File: config.mk
export PLATFORM = sky130hd
export DESIGN_NAME = lsu_mem_ctrl
export DESIGN_NICKNAME = d
export VERILOG_FILES = /design/src/rtl/lsu_mem_ctrl.sv
export SDC_FILE = /design/constraint.sdc
export NUM_CORES = 1
export LEC_CHECK = 0
export CORE_ASPECT_RATIO = 2
export CORE_MARGIN = 5
export CORE_UTILIZATION = 35
export CTS_CLUSTER_DIAMETER = 30
export CTS_CLUSTER_SIZE = 25
export DETAILED_ROUTE_END_ITERATION = 8
export HOLD_SLACK_MARGIN = 0.15
export PLACE_DENSITY = 0.66
export SYNTH_ARGS = -nofsm -noshare
export SYNTH_HDL_FRONTEND = slang
export SYNTH_SLANG_ARGS = --single-unit
File: constraint.sdc
create_clock -name clk -period 3.4 [get_ports clk]
set_input_delay 1.02 -clock clk [delete_from_list [all_inputs] [get_ports clk]]
set_output_delay 1.02 -clock clk [all_outputs]
set_load 0.03 [all_outputs]
File: src/rtl/lsu_mem_ctrl.sv
// -----------------------------------------------------------------------------
// lsu_mem_ctrl -- load/store unit to data-memory request controller
//
// Accepts one load or store at a time from the core, issues a single
// request/grant transaction to data memory, and returns a sign/zero extended
// load result. Four-state FSM: IDLE -> REQ -> (WAIT_R) -> DONE -> IDLE.
//
// Optional feature macro: LSU_MISALIGN_TRAP_EN
//   defined   : a misaligned access is trapped in IDLE (one-cycle misalign_err
//               pulse, no memory request, no stall).
//   undefined : misalign_err is tied low; a misaligned access is issued with
//               its address truncated to natural alignment.
//
// Ports
//   clk, rst          rising-edge clock, synchronous active-high reset
//   mem_read          load request from decode
//   mem_write         store request from decode (wins over mem_read)
//   mem_load_type     LB=000 LH=001 LW=010 LBU=011 LHU=100 DEF=111
//   mem_store_type    SB=00 SH=01 SW=10 DEF=11
//   addr              byte address
//   store_data        store value in the low lanes
//   load_data         extended load result, held until the next load completes
//   lsu_stall         core holds its inputs while high
//   lsu_done          one-cycle completion pulse
//   misalign_err      one-cycle misalignment pulse (trap build only)
//   dmem_req/we/addr/wstrb/wdata   memory request (addr word aligned)
//   dmem_gnt          request accepted
//   dmem_rvalid       read data valid
//   dmem_rdata        read word
// -----------------------------------------------------------------------------
module lsu_mem_ctrl (
   input  logic        clk,
   input  logic        rst,
   input  logic        mem_read,
   input  logic        mem_write,
   input  logic [2:0]  mem_load_type,
   input  logic [1:0]  mem_store_type,
   input  logic [31:0] addr,
   input  logic [31:0] store_data,
   output logic [31:0] load_data,
   output logic        lsu_stall,
   output logic        lsu_done,
   output logic        misalign_err,
   output logic        dmem_req,
   output logic        dmem_we,
   output logic [31:0] dmem_addr,
   output logic [3:0]  dmem_wstrb,
   output logic [31:0] dmem_wdata,
   input  logic        dmem_gnt,
   input  logic        dmem_rvalid,
   input  logic [31:0] dmem_rdata
);

   localparam logic [2:0] LD_LB  = 3'b000;
   localparam logic [2:0] LD_LH  = 3'b001;
   localparam logic [2:0] LD_LW  = 3'b010;
   localparam logic [2:0] LD_LBU = 3'b011;
   localparam logic [2:0] LD_LHU = 3'b100;

   localparam logic [1:0] ST_SB  = 2'b00;
   localparam logic [1:0] ST_SH  = 2'b01;
   localparam logic [1:0] ST_SW  = 2'b10;
   localparam logic [1:0] ST_DEF = 2'b11;

   typedef enum logic [1:0] {
      IDLE   = 2'b00,
      REQ    = 2'b01,
      WAIT_R = 2'b10,
      DONE   = 2'b11
   } state_t;

   state_t      state_reg;
   logic [31:0] addr_reg;
   logic        we_reg;
   logic [2:0]  load_type_reg;
   logic [3:0]  wstrb_reg;
   logic [31:0] wdata_reg;
   logic [31:0] load_data_reg;

   // ---------------------------------------------------------------
   // Request decode
   // ---------------------------------------------------------------
   logic        store_valid;
   logic        load_valid;
   logic        access_valid;
   logic        is_half;
   logic        is_word;
   logic        accept;
   logic [31:0] aligned_addr;
   logic [3:0]  wstrb_next;
   logic [31:0] wdata_next;

   always_comb begin
      store_valid = mem_write && (mem_store_type != ST_DEF);
      load_valid  = 1'b0;
      // Unlisted load encodings are treated like DEF and ignored.
      if (mem_read && !mem_write) begin
         case (mem_load_type)
            LD_LB, LD_LH, LD_LW, LD_LBU, LD_LHU: load_valid = 1'b1;
            default:                             load_valid = 1'b0;
         endcase
      end
      access_valid = store_valid || load_valid;

      if (store_valid) begin
         is_half = (mem_store_type == ST_SH);
         is_word = (mem_store_type == ST_SW);
      end else begin
         is_half = (mem_load_type == LD_LH) || (mem_load_type == LD_LHU);
         is_word = (mem_load_type == LD_LW);
      end

      // Natural alignment. In the trap build only aligned accesses are
      // accepted, so this truncation is a no-op there.
      aligned_addr = addr;
      if (is_word) begin
         aligned_addr[1:0] = 2'b00;
      end else if (is_half) begin
         aligned_addr[0] = 1'b0;
      end
   end

`ifdef LSU_MISALIGN_TRAP_EN
   logic misaligned;
   logic misalign_err_reg;

   always_comb begin
      misaligned = access_valid &&
                   ((is_half && addr[0]) || (is_word && (addr[1:0] != 2'b00)));
      accept     = access_valid && !misaligned;
   end
`else
   always_comb begin
      accept = access_valid;
   end
`endif

   // Byte enables and lane-replicated write data, computed at acceptance so
   // the memory-side outputs come straight from registers in REQ.
   always_comb begin
      wstrb_next = 4'b0000;
      wdata_next = 32'h0000_0000;
      if (store_valid) begin
         case (mem_store_type)
            ST_SB: begin
               wstrb_next = 4'b0001 << aligned_addr[1:0];
               wdata_next = {4{store_data[7:0]}};
            end
            ST_SH: begin
               wstrb_next = 4'b0011 << {aligned_addr[1], 1'b0};
               wdata_next = {2{store_data[15:0]}};
            end
            ST_SW: begin
               wstrb_next = 4'b1111;
               wdata_next = store_data;
            end
            default: begin
               wstrb_next = 4'b0000;
               wdata_next = 32'h0000_0000;
            end
         endcase
      end
   end

   // ---------------------------------------------------------------
   // Load lane extraction and extension
   // ---------------------------------------------------------------
   function automatic logic [31:0] extend_load(input logic [2:0]  lt,
                                               input logic [1:0]  off,
                                               input logic [31:0] word);
      logic [7:0]  lane_b;
      logic [15:0] lane_h;
      case (off)
         2'b00:   lane_b = word[7:0];
         2'b01:   lane_b = word[15:8];
         2'b10:   lane_b = word[23:16];
         default: lane_b = word[31:24];
      endcase
      lane_h = off[1] ? word[31:16] : word[15:0];
      case (lt)
         LD_LB:   extend_load = {{24{lane_b[7]}}, lane_b};
         LD_LBU:  extend_load = {24'h000000, lane_b};
         LD_LH:   extend_load = {{16{lane_h[15]}}, lane_h};
         LD_LHU:  extend_load = {16'h0000, lane_h};
         default: extend_load = word;
      endcase
   endfunction

   // ---------------------------------------------------------------
   // FSM and datapath registers
   // ---------------------------------------------------------------
   always_ff @(posedge clk) begin
      if (rst) begin
         state_reg        <= IDLE;
         addr_reg         <= 32'h0000_0000;
         we_reg           <= 1'b0;
         load_type_reg    <= 3'b000;
         wstrb_reg        <= 4'b0000;
         wdata_reg        <= 32'h0000_0000;
         load_data_reg    <= 32'h0000_0000;
`ifdef LSU_MISALIGN_TRAP_EN
         misalign_err_reg <= 1'b0;
`endif
      end else begin
`ifdef LSU_MISALIGN_TRAP_EN
         misalign_err_reg <= 1'b0;
`endif
         case (state_reg)
            IDLE: begin
               if (accept) begin
                  addr_reg      <= aligned_addr;
                  we_reg        <= store_valid;
                  load_type_reg <= mem_load_type;
                  wstrb_reg     <= wstrb_next;
                  wdata_reg     <= wdata_next;
                  state_reg     <= REQ;
               end
`ifdef LSU_MISALIGN_TRAP_EN
               else if (misaligned) begin
                  misalign_err_reg <= 1'b1;
               end
`endif
            end
            REQ: begin
               // rvalid is not looked at here, so a response coincident
               // with the grant is dropped.
               if (dmem_gnt) begin
                  state_reg <= we_reg ? DONE : WAIT_R;
               end
            end
            WAIT_R: begin
               if (dmem_rvalid) begin
                  load_data_reg <= extend_load(load_type_reg, addr_reg[1:0],
                                               dmem_rdata);
                  state_reg     <= DONE;
               end
            end
            DONE: begin
               state_reg <= IDLE;
            end
            default: begin
               state_reg <= IDLE;
            end
         endcase
      end
   end

   // ---------------------------------------------------------------
   // Outputs
   // ---------------------------------------------------------------
   // Stall is combinational in IDLE so the core freezes in the acceptance
   // cycle; reset forces it low.
   assign lsu_stall  = !rst && (((state_reg == IDLE) && accept) ||
                                (state_reg == REQ) || (state_reg == WAIT_R));
   assign lsu_done   = (state_reg == DONE);
   assign load_data  = load_data_reg;

   // Memory-side fields are zero whenever no request is outstanding.
   assign dmem_req   = (state_reg == REQ);
   assign dmem_we    = dmem_req && we_reg;
   assign dmem_addr  = dmem_req ? {addr_reg[31:2], 2'b00} : 32'h0000_0000;
   assign dmem_wstrb = dmem_req ? wstrb_reg : 4'b0000;
   assign dmem_wdata = dmem_req ? wdata_reg : 32'h0000_0000;

`ifdef LSU_MISALIGN_TRAP_EN
   assign misalign_err = misalign_err_reg;
`else
   assign misalign_err = 1'b0;
`endif

endmodule

# Word-level counts from Yosys, hierarchy flattened

Index checks and enable logic that the tools add are counted.

Equal/unequal tests: 18
Shifts and indexed selects: 2
Muxes and demuxes: 22
Reductions and logical operators: 20

Operator list:

| operator              | count |
|---|---|
| $pmux W32 S4          | 1 |
| $mux W32              | 3 |
| $pmux W32 S3          | 1 |
| $pmux W8 S3           | 1 |
| $mux W16              | 1 |
| $pmux W4 S3           | 1 |
| $eq A3 B2 Y1 const B  | 3 |
| $eq A2 B2 Y1 const B  | 4 |
| $mux W1               | 8 |
| $mux W4               | 2 |
| $pmux W2 S4           | 1 |
| $eq A2 B1 Y1 const B  | 3 |
| $eq A3 B1 Y1 const B  | 2 |
| $eq A3 B3 Y1 const B  | 2 |
| $logic_not A2 Y1      | 3 |
| $logic_not A3 Y1      | 2 |
| $mux W2               | 3 |
| $ne A2 B2 Y1 const B  | 3 |
| $logic_and A1 B1 Y1   | 5 |
| $reduce_or A5 Y1      | 1 |
| $logic_or A1 B1 Y1    | 4 |
| $reduce_and A2 Y1     | 2 |
| $shl A1 B2 Y4 const A | 1 |
| $shl A2 B2 Y4 const A | 1 |
| 3 further kinds       | 4 |

Register bits: 106
Output and inout port bits: 105
Word-level logic and storage cells: 69

# Logic depth before layout (Yosys ltp)

Gate-level depths: netlist of the first run.

Word-level depth: 9
Mapped depth: 8

# Worst setup path after synthesis of the first run

Ideal clock, no wire load.

Kind: input to output
Start point: input port mem_store_type[0]
End point: output port lsu_stall
Data arrival time: 2,239 ps
Data required time: 2,380 ps
Slack: 141 ps
Cell stages on the path: 6
Buffers on the path: 2
Cells stage by stage: buf_2 > a21boi_2 > a31oi_1 > buf_4 > nor2_2 > o31a_1

Word-level cells in the longest chain between the ends: 7

Ends and longest elaborated chain:

| what                | RTL line | source |
|---|---|---|
| start: declaration  | 37       | `input logic [1:0] mem_store_type,` |
| $ne A2 B2 Y1        | 94       | `store_valid = mem_write && (mem_store_type != ST_DEF);` |
| $logic_and A1 B1 Y1 | 94       |  |
| $logic_or A1 B1 Y1  | 103      | `access_valid = store_valid \|\| load_valid;` |
| $logic_and A1 B1 Y1 | 253      | `assign lsu_stall = !rst && (((state_reg == IDLE) && accept) \|\|` |
| $logic_or A1 B1 Y1  | 253      |  |
| $logic_or A1 B1 Y1  | 254      | `(state_reg == REQ) \|\| (state_reg == WAIT_R));` |
| $logic_and A1 B1 Y1 | 253      |  |
| end: declaration    | 41       | `output logic lsu_stall,` |

No other way between the ends.

# Final worst setup path of the first run

Start point: input port mem_load_type[0]
End point: output port lsu_stall

Word-level cells in the longest chain between the ends: 9

Ends and longest elaborated chain:

| what                                       | RTL line | source |
|---|---|---|
| start: declaration                         | 36       | `input logic [2:0] mem_load_type,` |
| $eq A3 B1 Y1, or another cell as far along | 98       | `case (mem_load_type)` |
| $reduce_or A5 Y1 *                         | 98       |  |
| $mux W1 *                                  | 98       |  |
| $mux W1 *                                  | 97       | `if (mem_read && !mem_write) begin` |
| $logic_or A1 B1 Y1 *                       | 103      |  |
| $logic_and A1 B1 Y1 *                      | 253      |  |
| $logic_or A1 B1 Y1 *                       | 253      |  |
| $logic_or A1 B1 Y1 *                       | 254      |  |
| $logic_and A1 B1 Y1 *                      | 253      |  |

Mark *: on every way between the ends. The rest lies on a longest branch, timed or not.

==> qor.json, run 1 <==
{
  "run_status": "finished, final reports clean",
  "synth_top_area_share_pct": 38.4,
  "chipWidth_um": 98.9,
  "path_cells": "clkdlybuf4s50_1 > o21ai_2 > a31oi_4 > nor2_2 > o31a_1 > buf_4",
  "timing.reg2reg.worst_path_depth": 6,
  "starting_density_pct": 35.2,
  "grt_overflow_total": 0,
  "die-area_um2": 18600,
  "setup_viol": 0,
  "gp_congestion": 0.911,
  "drt-vias-per-instance": 5.29,
  "grt-busiest-layer": "met2",
  "hold_depth": 2,
  "p_r_area_growth_vs_syn_pct": 46.5,
  "grtUsageMet1_pct": 22.0,
  "asyncSetResetFlopFracSynth_pct": 0,
  "post-place-cells": 1078,
  "ir_drop_mv": 0.460,
  "timing.critical_path.arrival_ps": 2310,
  "yosys-top-cells-count": "109 x sky130_fd_sc_hd__o21ai_0, 106 x sky130_fd_sc_hd__dfxtp_1, 95 x sky130_fd_sc_hd__a21oi_1, 83 x sky130_fd_sc_hd__and2_1",
  "routed_wire_length_per_instance_um": 18.4,
  "yosys_register_bits": 106,
  "clock_skew_ps": 11.5,
  "period_minus_slack_ps": 3330,
  "synthesis.yosys.warnings": 0,
  "numCtsBuffers": 9,
  "yosys.area_share.simple_pct": 22.5,
  "area_of_the_core_region_um2": 15700,
  "critPathCaptureType": "output port",
  "number_of_buffers_on_the_longest_clock_path": 2,
  "row_count": 65,
  "hold_path_class": "flip-flop to flip-flop",
  "drt_pass1_iterations": 5,
  "critical_path.slowest_cell": "sky130_fd_sc_hd__clkdlybuf4s50_1",
  "port_buffers": 208,
  "synthesis.area_per_instance_um2": 7.76,
  "vias": 5796,
  "hold_violations": 0,
  "timing.critical_path.required_ps": 2380,
  "tightestPinTransition_ps": 855,
  "synth_edf_count": 0,
  "synthesis.area_um2": 5530,
  "detail_route.iter0.violations": 255,
  "num_ports": 212,
  "synth-seq-area-share_pct": 38.4,
  "antenna_found_initial": 2,
  "ys_dominant_reg_cell": "sky130_fd_sc_hd__dfxtp_1",
  "crit_fanout": 2,
  "grt_pass1_wl_um": 30900,
  "clk_transition_reported_paths_ps": 80,
  "yosys.area.top_type": "sky130_fd_sc_hd__dfxtp_1",
  "synth-xor-area-share_pct": 0.475,
  "critical_path.startpoint_type": "primary input",
  "power_density_nw_per_um2": 609,
  "postRouteWirelength_um": 20100,
  "post_synth_inst_count": 713,
  "clock_sink_count": 106,
  "drt_drc_violations_left": 0,
  "cts_tree": "done",
  "dominant_combinational_cell_family_by_area_after_synthesis": "compound AO/OA/AOI/OAI gates",
  "fillerInstances": 1575,
  "nNetsFinal": 999,
  "residual_antenna_violating_net_count_after_detailed_routing": 0,
  "slew_margin_rel_pct": 43.0,
  "design_power_total_uw": 4930,
  "yosysMostFrequentCell": "sky130_fd_sc_hd__o21ai_0",
  "setup.worst_path.class": "primary input to output port",
  "final_max_slew_viol_count": 0,
  "maxCapViolations": 0,
  "grt_max_degree": 76,
  "grtUsageMet3_pct": 3.87,
  "utilization_pct": 51.6,
  "power_leakage_uw": 0.00286,
  "cts_post_setup_buffers_inserted": 0,
  "min_period_over_period_pct": 97.9,
  "htree_num_levels": 3,
  "synth-compound-area-share_pct": 27.4,
  "yosysUniqueCellTypes": 54,
  "yosys-mux-area-fraction_pct": 3.94,
  "worst_skew_pair.late_latency_ps": 340,
  "cts-root-buf": "sky130_fd_sc_hd__clkbuf_16",
  "layout-drive-gt1-share_pct": 6.61,
  "fin_cells": 1096,
  "whs_ps": 453,
  "dieHeight_um": 188,
  "use_met2_pct": 38.7,
  "first_global_vias": 5681,
  "rsz0062_at_grt": "no",
  "critical-path-max-stage-delay_ps": 510,
  "yosys-top-cells-area": "sky130_fd_sc_hd__dfxtp_1 38%, sky130_fd_sc_hd__o21ai_0 9.9%, sky130_fd_sc_hd__and2_1 9.4%, sky130_fd_sc_hd__a21oi_1 8.6%, sky130_fd_sc_hd__clkbuf_1 3.4%",
  "synthAdderAreaFrac_pct": 1.09,
  "hpwlAfterDp_um": 14500,
  "track_usage_pct": 20.8,
  "fin_setup_tns_ps": 0,
  "fmax_mhz": 300
}
-- power by group --
group / internal [uW] / leakage, uW / switching (uW)
Combinational: 831 / 0.00186 / 1450
Clock: 577 / 0.000136 / 489
Sequential: 1480 / 0.000865 / 115
-- final timing paths --
path,startpoint,endpoint,slack [ps]
hold reg to reg,load_data[4]$_SDFFE_PP0P_,load_data[4]$_SDFFE_PP0P_,450
setup reg to reg,addr_reg[1]$_SDFFE_PP0P_,load_data[18]$_SDFFE_PP0P_,1270
hold / removal,load_data[4]$_SDFFE_PP0P_,load_data[4]$_SDFFE_PP0P_,450
setup / recovery,mem_load_type[0],lsu_stall,70
-- stage by stage --
stage	instance area [um^2]	worst slack, ps
after floorplan	5540	141
final	8100	71.6
after global routing	8100	13.0
after global placement	7800	-8.32
after CTS	8090	25.8
after detailed placement	7800	29.9
-- placed cells by master, fill, tap and decap left out, drive strengths merged, types with 2 or more instances in the layout --
cell and n:
a2111oi 8, a211oi 10, a21oi 95, a31oi 3, a32o 2, and2 84, buf 26, clkbuf 11
clkdlybuf4s50 203, clkinvlp 2, conb 3, dfxtp 106, diode 2, ha 4, inv 17, mux2 9
mux2i 9, nand2 50, nand2b 11, nand3 36, nor2 16, nor2b 19, nor3 10, o2111ai 3
o21ai 110, o22ai 9, o311ai 2, o31a 2, o31ai 9, o32ai 2, xnor2 2
-- kinds of logic (layout without fill, tap and decap cells) --
kind of cell               after synthesis  count (layout)
other                                    1               5
DFF                                    106             106
xor gates and xnor gates                 3               3
adders and majority gates                5               5
AOI/OAI and AO/OA                      264             264
buffers and inverters                   83             261
and+or+nand+nor                        232             232
muxes                                   19              19
-- routing by layer --
metal | wire length (um) | part of all wire, % | up-vias
met5 | 0 | 0 | -
met4 | 801 | 4.0 | 0
met3 | 1060 | 5.3 | 30
met2 | 10900 | 54 | 172
met1 | 7420 | 37 | 2740
li1 | - | - | 2854
-- layout make-up --
class / instances / area [um^2] / area share [%]
diodes: 2 / 5.00 / 0.0618
clock buffers: 11 / 233 / 2.87
clock inverters: 5 / 62.6 / 0.772
inverters: 16 / 60.1 / 0.741
multi-input cells: 526 / 3090 / 38.2
flip-flops and latches: 106 / 2120 / 26.2
well taps: 201 / 251 / 3.10
repair buffers: 229 / 2270 / 28.1
-- what timing repair did --
action,4_1_cts,5_1_grt
hold buffers,0,0
setup endpoints to repair,0,1
gates resized for setup,0,1
hold endpoints to repair,0,0
-- critical path, delay by kind of cell --
family | cells | cell delay, ps
simple gates | 1 | 60
buf+inv | 2 | 680
compound gates | 3 | 550
Note: power is estimated with default switching activity, not from simulation.
==> run 2: changes to the inputs <==
--- a/config.mk
+++ b/config.mk
@@ -8,6 +8,7 @@
 export CORE_ASPECT_RATIO = 2
 export CORE_MARGIN = 5
 export CORE_UTILIZATION = 35
+export CTS_BUF_LIST = sky130_fd_sc_hd__clkbuf_8
 export CTS_CLUSTER_DIAMETER = 30
 export CTS_CLUSTER_SIZE = 25
 export DETAILED_ROUTE_END_ITERATION = 8
==> run 2 against run 1 <==
Effect of this change:
- global-route usage is essentially flat
- via count shrank 0.24%
- total power shrank 5.5%
- sequential share of layout area grew 0.33 points
- clock power shrank 25%
- worst hold slack gained 8.5 ps
- worst setup slack lost 2.0 ps
- critical endpoint unchanged
- core utilization shrank 0.65 points
- wire length shrank 0.17%
==> qor.json, run 2 (same netlist as run 1, synthesis figures left out) <==
{
  "most_frequent_standard_cell_in_the_layout_excluding_fill_and_tap_cells": {"value": "sky130_fd_sc_hd__clkdlybuf4s50_1", "change": "unchanged"},
  "setup.worst_path.class": {"value": "primary input to output port", "change": "unchanged"},
  "cts_tree": {"value": "done", "change": "unchanged"},
  "critPathCaptureType": {"value": "output port", "change": "unchanged"},
  "port_buffers": {"value": 208, "change": "unchanged"},
  "power.sequential.fraction": {"value": 34.1, "unit": "%", "change": "was 32.2%"},
  "swShare": {"value": 43.3, "unit": "%", "change": "was 41.6%"},
  "nNetsFinal": {"value": 999, "change": "unchanged"},
  "hold_path_class": {"value": "flip-flop to flip-flop", "change": "unchanged"},
  "rsz0062_at_grt": {"value": "no", "change": "unchanged"},
  "num_ports": {"value": 212, "change": "unchanged"},
  "critical_path.startpoint_type": {"value": "primary input", "change": "unchanged"},
  "crit_fanout": {"value": 2, "change": "unchanged"},
  "grt_overflow_total": {"value": 0, "change": "unchanged"},
  "gp_congestion": {"value": 0.911, "change": "unchanged"},
  "cpLargestDelayFamily": {"value": "buffers and inverters", "change": "unchanged"},
  "hpwlAfterDp": {"value": 14500, "unit": "um", "change": "unchanged"},
  "internal_power": {"value": 2650, "unit": "uW", "change": "was 2880 uW"},
  "number_of_resized_instances_in_the_post_cts_repair_step": {"value": 0, "change": "unchanged"},
  "timing.critical_path.required": {"value": 2380, "unit": "ps", "change": "about the same"},
  "first_global_vias": {"value": 5699, "change": "was 5681"},
  "postCtsHoldBufs": {"value": 0, "change": "unchanged"},
  "maxCapViolations": {"value": 0, "change": "unchanged"},
  "drt_pass1_iterations": {"value": 7, "change": "was 5"},
  "chipWidth": {"value": 98.9, "unit": "um", "change": "unchanged"},
  "grt_pass1_wl": {"value": 30900, "unit": "um", "change": "about the same"},
  "detail_route.iter0.violations": {"value": 235, "change": "was 255"},
  "track_usage": {"value": 20.9, "unit": "%", "change": "was 20.8%"},
  "row_count": {"value": 65, "change": "unchanged"},
  "worst_skew_pair.late_latency": {"value": 380, "unit": "ps", "change": "was 340 ps"},
  "vias": {"value": 5782, "change": "was 5796"},
  "fin_setup_tns": {"value": 0, "unit": "ps", "change": "unchanged"},
  "layout-drive-gt1-share": {"value": 6.61, "unit": "%", "change": "unchanged"},
  "power_leakage": {"value": 0.00282, "unit": "uW", "change": "was 0.00286 uW"},
  "area_of_the_core_region": {"value": 15700, "unit": "um^2", "change": "unchanged"},
  "tightestPinTransition": {"value": 861, "unit": "ps", "change": "was 855 ps"},
  "residual_antenna_violating_net_count_after_detailed_routing": {"value": 0, "change": "unchanged"},
  "min_period_over_period": {"value": 98.0, "unit": "%", "change": "was 97.9%"},
  "critical-path-max-stage-delay": {"value": 510, "unit": "ps", "change": "about the same"},
  "setup_viol": {"value": 0, "change": "unchanged"},
  "period_minus_slack": {"value": 3330, "unit": "ps", "change": "about the same"},
  "die-area": {"value": 18600, "unit": "um^2", "change": "unchanged"},
  "mostFrequentLayoutCells": {"value": "203 x sky130_fd_sc_hd__clkdlybuf4s50_1, 109 x sky130_fd_sc_hd__o21ai_0, 106 x sky130_fd_sc_hd__dfxtp_1", "change": "unchanged"},
  "clock_skew": {"value": 17.1, "unit": "ps", "change": "was 11.5 ps"},
  "fmax": {"value": 300, "unit": "MHz", "change": "about the same"},
  "critical_path.slowest_cell": {"value": "sky130_fd_sc_hd__clkdlybuf4s50_1", "change": "unchanged"},
  "dp_worst_setup_slack": {"value": 29.9, "unit": "ps", "change": "unchanged"},
  "clockPowerShare": {"value": 17.2, "unit": "%", "change": "was 21.6%"},
  "final_max_slew_viol_count": {"value": 0, "change": "unchanged"},
  "drt_drc_violations_left": {"value": 0, "change": "unchanged"},
  "postRouteWirelength": {"value": 20100, "unit": "um", "change": "about the same"},
  "clk_transition_reported_paths": {"value": 110, "unit": "ps", "change": "was 80 ps"},
  "worstPathBufferInverterCount": {"value": 2, "change": "unchanged"},
  "cts_post_setup_buffers_inserted": {"value": 0, "change": "unchanged"},
  "design_power_total": {"value": 4660, "unit": "uW", "change": "was 4930 uW"},
  "p_r_area_growth_vs_syn": {"value": 44.6, "unit": "%", "change": "was 46.5%"},
  "run_status": {"value": "finished, final reports clean", "change": "unchanged"},
  "routed_wire_length_per_instance": {"value": 18.3, "unit": "um", "change": "was 18.4 um"},
  "timing.critical_path.arrival": {"value": 2310, "unit": "ps", "change": "about the same"},
  "power.share.combinational": {"value": 48.7, "unit": "%", "change": "was 46.2%"},
  "starting_density": {"value": 35.2, "unit": "%", "change": "unchanged"},
  "number_of_buffers_on_the_longest_clock_path": {"value": 2, "change": "unchanged"},
  "power_density": {"value": 583, "unit": "nW/um^2", "change": "was 609 nW/um^2"},
  "dieHeight": {"value": 188, "unit": "um", "change": "unchanged"},
  "hold_violations": {"value": 0, "change": "unchanged"},
  "setup_slack": {"value": 69.5, "unit": "ps", "change": "was 71.6 ps"},
  "grt_max_degree": {"value": 76, "change": "unchanged"},
  "drt-vias-per-instance": {"value": 5.28, "change": "was 5.29"},
  "power.switching": {"value": 2020, "unit": "uW", "change": "was 2050 uW"},
  "path_cells": {"value": "clkdlybuf4s50_1 > o21ai_2 > a31oi_4 > nor2_2 > o31a_1 > buf_4", "change": "unchanged"},
  "htree_num_levels": {"value": 3, "change": "unchanged"},
  "cts-root-buf": {"value": "sky130_fd_sc_hd__clkbuf_8", "change": "was sky130_fd_sc_hd__clkbuf_16"},
  "fillerInstances": {"value": 1583, "change": "was 1575"},
  "slew_margin_rel": {"value": 42.6, "unit": "%", "change": "was 43.0%"},
  "ir_drop": {"value": 0.454, "unit": "mV", "change": "was 0.460 mV"},
  "antenna_found_initial": {"value": 2, "change": "unchanged"},
  "clock_sink_count": {"value": 106, "change": "unchanged"},
  "numCtsBuffers": {"value": 9, "change": "unchanged"}
}
-- run 2: cell types whose count changed in the layout (fill, tap and decap cells not counted) --
| cell | delta |
|---|---|
| sky130_fd_sc_hd__clkbuf_8 | +9 |
| sky130_fd_sc_hd__inv_1 | +2 |
| sky130_fd_sc_hd__clkbuf_16 | -9 |
| sky130_fd_sc_hd__clkbuf_1 | -2 |
-- run 2: power by group through the flow --
| stage | combinational, uW | sequential [uW] | clock, uW |
|---|---|---|---|
| after floorplan | 1290 | 1720 | 0 |
| after global placement | 2290 | 1610 | 0 |
| after detailed placement | 2300 | 1620 | 0 |
| after CTS | 2300 | 1590 | 828 |
| after global routing | 2470 | 1620 | 867 |
| final | 2270 | 1590 | 800 |
-- run 2: metal layers --
layer / routed length [um] / up-vias / share of wire, % / global-route usage (%)
met4: 905 / 0 / 4.5 / 11.2
met3: 1060 / 36 / 5.3 / 3.80
met1: 7350 / 2730 / 37 / 22.0
met5: 0 / - / 0 / 0
li1: - / 2842 / - / -
met2: 10800 / 174 / 54 / 38.2
-- run 2: area by class of cell --
class	instances	area (um^2)	share of cell area, %
Multi-Input combinational cell	526	3090	38.7
Timing Repair Buffer	229	2270	28.4
Sequential cell	106	2120	26.5
Tap cell	201	251	3.14
Clock buffer	9	124	1.55
Clock inverter	7	70.1	0.876
Inverter	16	60.1	0.751
Antenna cell	2	5.00	0.0626
-- run 2: worst min-delay path, delay by kind of cell, from the launching register on --
| kind | cells | cell delay [ps] |
|---|---|---|
| DFF | 1 | 340 |
| and+or+nand+nor | 1 | 50 |
| AOI/OAI and AO/OA | 1 | 50 |
-- run 2: final timing paths --
| kind | startpoint | end | slack (ps) | cells after the start |
|---|---|---|---|---|
| max | mem_load_type[0] | lsu_stall | 70 | 6 |
| min | load_data[4]$_SDFFE_PP0P_ | load_data[4]$_SDFFE_PP0P_ | 460 | 2 |
| max reg2reg | addr_reg[1]$_SDFFE_PP0P_ | load_data[30]$_SDFFE_PP0P_ | 1270 | 6 |
| min reg2reg | load_data[4]$_SDFFE_PP0P_ | load_data[4]$_SDFFE_PP0P_ | 460 | 2 |
-- run 2: per-stage QoR --
step	cell area (um^2)	hold WS, ps	utilization [%]	instances
6_report	8000	461	51.0	1096
5_1_grt	8000	498	51.0	1096
4_1_cts	7990	467	50.9	1094
3_5_place_dp	7800	441	49.7	1078
3_3_place_gp	7800	438	49.7	1078
2_1_floorplan	5540	445	-	715
==> run 3: changes to the inputs <==
--- a/config.mk
+++ b/config.mk
@@ -13,7 +13,7 @@
 export CTS_CLUSTER_SIZE = 25
 export DETAILED_ROUTE_END_ITERATION = 8
 export HOLD_SLACK_MARGIN = 0.15
-export PLACE_DENSITY = 0.66
+export PLACE_DENSITY = 0.69
 export SYNTH_ARGS = -nofsm -noshare
 export SYNTH_HDL_FRONTEND = slang
 export SYNTH_SLANG_ARGS = --single-unit
==> constraint.sdc (replaced) <==
create_clock -name clk -period 2.8 [get_ports clk]
set_input_delay 0.84 -clock clk [delete_from_list [all_inputs] [get_ports clk]]
set_output_delay 0.84 -clock clk [all_outputs]
set_load 0.03 [all_outputs]
==> run 3 against run 2 <==
Effect of this change:
- worst setup slack got worse by 36 ps
- clock skew decreased by 0.59 ps
- combinational power increased by 20%
- die area unchanged
- non-clock buffer count increased by 7
- sequential power increased by 23%
- total power increased by 20%
- flip-flop and latch count unchanged
- final cell count increased by 0.82%
- worst hold slack improved by 4.4 ps
==> qor.json, run 3 (same netlist as run 1, synthesis figures left out) <==
{
  "slew_margin_rel": {"value": 43.6, "unit": "%", "change": "was 42.6%"},
  "clock_sink_count": {"value": 106, "change": "unchanged"},
  "area_of_the_core_region": {"value": 15700, "unit": "um^2", "change": "unchanged"},
  "row_count": {"value": 65, "change": "unchanged"},
  "timing.reg2reg.worst_path_depth": {"value": 7, "change": "was 6"},
  "critical_path.endpoint": {"value": "lsu_stall", "change": "unchanged"},
  "nNetsFinal": {"value": 1006, "change": "was 999"},
  "track_usage": {"value": 21.2, "unit": "%", "change": "was 20.9%"},
  "number_of_buffers_on_the_longest_clock_path": {"value": 2, "change": "unchanged"},
  "use_met2": {"value": 39.0, "unit": "%", "change": "was 38.2%"},
  "hold_path_class": {"value": "flip-flop to flip-flop", "change": "unchanged"},
  "worst_r2r_endpoint": {"value": "wstrb_reg[3]$_SDFFE_PP0P_", "change": "was load_data[30]$_SDFFE_PP0P_"},
  "routed_wire_length_per_instance": {"value": 18.3, "unit": "um", "change": "about the same"},
  "numCtsBuffers": {"value": 9, "change": "unchanged"},
  "power_leakage": {"value": 0.00302, "unit": "uW", "change": "was 0.00282 uW"},
  "htree_num_levels": {"value": 3, "change": "unchanged"},
  "crit-reg2reg-launch": {"value": "state_reg[0]$_SDFFE_PP0P_", "change": "was addr_reg[1]$_SDFFE_PP0P_"},
  "timing.critical_path.depth": {"value": 6, "change": "unchanged"},
  "timing.critical_path.required": {"value": 1960, "unit": "ps", "change": "was 2380 ps"},
  "min_period_over_period_pct": 98.8,
  "drt_pass1_iterations": {"value": 4, "change": "was 7"},
  "grtUsageMet1": {"value": 22.5, "unit": "%", "change": "was 22.0%"},
  "setup.worst_path.class": {"value": "primary input to output port", "change": "unchanged"},
  "port_buffers": {"value": 208, "change": "unchanged"},
  "drt-vias-per-instance": {"value": 5.26, "change": "was 5.28"},
  "fin_setup_tns": {"value": 0, "unit": "ps", "change": "unchanged"},
  "starting_density": {"value": 35.2, "unit": "%", "change": "unchanged"},
  "clock_skew": {"value": 16.5, "unit": "ps", "change": "was 17.1 ps"},
  "clk_transition_reported_paths": {"value": 100, "unit": "ps", "change": "was 110 ps"},
  "layout-drive-gt1-share": {"value": 14.7, "unit": "%", "change": "was 6.61%"},
  "drt_drc_violations_left": {"value": 0, "change": "unchanged"},
  "worstPathBufferInverterCount": {"value": 2, "change": "unchanged"},
  "r2r_setup_slack": {"value": 670, "unit": "ps", "change": "was 1270 ps"},
  "post-place-cells": {"value": 1085, "change": "was 1078"},
  "tightestPinTransition": {"value": 846, "unit": "ps", "change": "was 861 ps"},
  "maxCapViolations": {"value": 0, "change": "unchanged"},
  "crit_fanout": {"value": 4, "change": "was 2"},
  "hpwlAfterDp": {"value": 14700, "unit": "um", "change": "was 14500 um"},
  "cts-root-buf": {"value": "sky130_fd_sc_hd__clkbuf_8", "change": "unchanged"},
  "antenna_found_initial": {"value": 4, "change": "was 2"},
  "ir_drop": {"value": 0.426, "unit": "mV", "change": "was 0.454 mV"},
  "power_density": {"value": 707, "unit": "nW/um^2", "change": "was 583 nW/um^2"},
  "vias": {"value": 5807, "change": "was 5782"},
  "final_max_slew_viol_count": {"value": 0, "change": "unchanged"},
  "critical_path.startpoint_type": {"value": "primary input", "change": "unchanged"},
  "setup_viol": {"value": 0, "change": "unchanged"},
  "cpLargestDelayFamily": {"value": "compound AO/OA/AOI/OAI gates", "change": "was buffers and inverters"},
  "whs": {"value": 466, "unit": "ps", "change": "was 461 ps"},
  "residual_antenna_violating_net_count_after_detailed_routing": {"value": 0, "change": "unchanged"},
  "path_cells": {"value": "dlygate4sd2_1 > a21boi_4 > a31oi_4 > nor2_2 > o31a_1 > buf_12", "change": "was clkdlybuf4s50_1 > o21ai_2 > a31oi_4 > nor2_2 > o31a_1 > buf_4"},
  "timing.critical_path.arrival": {"value": 1930, "unit": "ps", "change": "was 2310 ps"},
  "run_status": {"value": "finished, final reports clean", "change": "unchanged"},
  "gp_congestion": {"value": 0.979, "change": "was 0.911"},
  "grt_overflow_total": {"value": 0, "change": "unchanged"},
  "chipWidth": {"value": 98.9, "unit": "um", "change": "unchanged"},
  "detail_route.iter0.violations": {"value": 309, "change": "was 235"},
  "mostFrequentLayoutCells": {"value": "131 x sky130_fd_sc_hd__clkdlybuf4s50_1, 109 x sky130_fd_sc_hd__o21ai_0, 106 x sky130_fd_sc_hd__dfxtp_1", "change": "was 203 x sky130_fd_sc_hd__clkdlybuf4s50_1, 109 x sky130_fd_sc_hd__o21ai_0, 106 x sky130_fd_sc_hd__dfxtp_1"},
  "worst_skew_pair.late_latency": {"value": 380, "unit": "ps", "change": "about the same"},
  "postRouteWirelength": {"value": 20300, "unit": "um", "change": "was 20100 um"},
  "grt_pass1_wl": {"value": 31400, "unit": "um", "change": "was 30900 um"},
  "grtUsageMet3": {"value": 3.20, "unit": "%", "change": "was 3.80%"},
  "num_ports": {"value": 212, "change": "unchanged"},
  "die-area": {"value": 18600, "unit": "um^2", "change": "unchanged"},
  "critical-path-max-stage-delay": {"value": 280, "unit": "ps", "change": "was 510 ps"},
  "hold_violations": {"value": 0, "change": "unchanged"},
  "fmax_mhz": 361,
  "grt_max_degree": {"value": 76, "change": "unchanged"},
  "critPathCaptureType": {"value": "output port", "change": "unchanged"},
  "grt-busiest-layer": {"value": "met2", "change": "unchanged"},
  "period_minus_slack_ps": 2770,
  "cts_tree": {"value": "done", "change": "unchanged"},
  "p_r_area_growth_vs_syn": {"value": 43.8, "unit": "%", "change": "was 44.6%"},
  "critical_path.slowest_cell": {"value": "sky130_fd_sc_hd__dlygate4sd2_1", "change": "was sky130_fd_sc_hd__clkdlybuf4s50_1"},
  "fin_cells": {"value": 1105, "change": "was 1096"},
  "dieHeight": {"value": 188, "unit": "um", "change": "unchanged"},
  "cts_post_setup_buffers_inserted": {"value": 0, "change": "unchanged"},
  "most_frequent_standard_cell_in_the_layout_excluding_fill_and_tap_cells": {"value": "sky130_fd_sc_hd__clkdlybuf4s50_1", "change": "unchanged"},
  "setup.worst_path.start": {"value": "mem_write", "change": "was mem_load_type[0]"},
  "first_global_vias": {"value": 5816, "change": "was 5699"}
}
run 3: cell count changes in the layout (fill, tap and decap cells not counted):
cell	before	now
sky130_fd_sc_hd__inv_6	1	2
sky130_fd_sc_hd__clkinvlp_4	2	1
sky130_fd_sc_hd__clkdlybuf4s50_1	203	131
sky130_fd_sc_hd__a21boi_4	0	1
sky130_fd_sc_hd__buf_4	21	88
sky130_fd_sc_hd__diode_2	2	4
sky130_fd_sc_hd__bufinv_16	1	0
sky130_fd_sc_hd__buf_12	4	9
sky130_fd_sc_hd__a21boi_2	1	0
sky130_fd_sc_hd__clkbuf_8	9	11
sky130_fd_sc_hd__inv_1	17	16
sky130_fd_sc_hd__dlygate4sd2_1	0	7
run 3: timing repair:
action,in CTS,in global routing
hold endpoints to repair,0,0
resized for setup,7,0
hold buffers,0,0
setup endpoints to repair,1,0
run 3: how the worst min path moves through the flow:
| stage | from | endpoint | depth (start not counted) |
|---|---|---|---|
| floorplan | wdata_reg[0]$_SDFFE_PP0P_ | wdata_reg[0]$_SDFFE_PP0P_ | 2 |
| global placement | load_data[3]$_SDFFE_PP0P_ | load_data[3]$_SDFFE_PP0P_ | 2 |
| detailed placement | load_data[1]$_SDFFE_PP0P_ | load_data[1]$_SDFFE_PP0P_ | 2 |
| CTS | load_data[5]$_SDFFE_PP0P_ | load_data[5]$_SDFFE_PP0P_ | 2 |
| global route | addr_reg[3]$_SDFFE_PP0P_ | addr_reg[3]$_SDFFE_PP0P_ | 2 |
| finish | load_data[5]$_SDFFE_PP0P_ | load_data[5]$_SDFFE_PP0P_ | 2 |
run 3: worst register-to-register path: stages, from the launching register on:
cell	delay, ps
sky130_fd_sc_hd__dfxtp_1	370
sky130_fd_sc_hd__inv_1	100
sky130_fd_sc_hd__ha_1	190
sky130_fd_sc_hd__buf_4	390
sky130_fd_sc_hd__and2_1	250
sky130_fd_sc_hd__and2_1	410
sky130_fd_sc_hd__o2111ai_1	180
sky130_fd_sc_hd__o311ai_0	130
run 3: area by class of cell:
class	count	area, um^2
tap	201	251
fill	1601	7750
antenna	4	10.0
clock inverter	5	37.5
timing repair buffer	236	2220
inverter	16	60.1
sequential	106	2120
clock buffer	11	151
multi-input combinational	526	3100
run 3: routing by layer:
layer | vias up | routed length (um)
met2 | 184 | 11000
li1 | 2866 | -
met1 | 2716 | 7380
met3 | 41 | 888
met5 | - | 0
met4 | 0 | 956
run 3: power breakdown:
part / total, uW / switching (uW) / internal (uW)
logic: 2720 / 1730 / 990
registers: 1950 / 161 / 1790
clock network: 941 / 562 / 379
total: 5620 / 2460 / 3160
run 3: through the flow:
stage	worst slack, ps	total power [uW]	util (%)	area [um^2]
after floorplan	6.69	3670	-	5560
after global placement	-221	4720	49.4	7760
after detailed placement	-247	4740	49.4	7760
after CTS	34.2	5680	50.6	7940
after global routing	-6.88	5980	50.6	7950
final	33.5	5620	50.6	7950
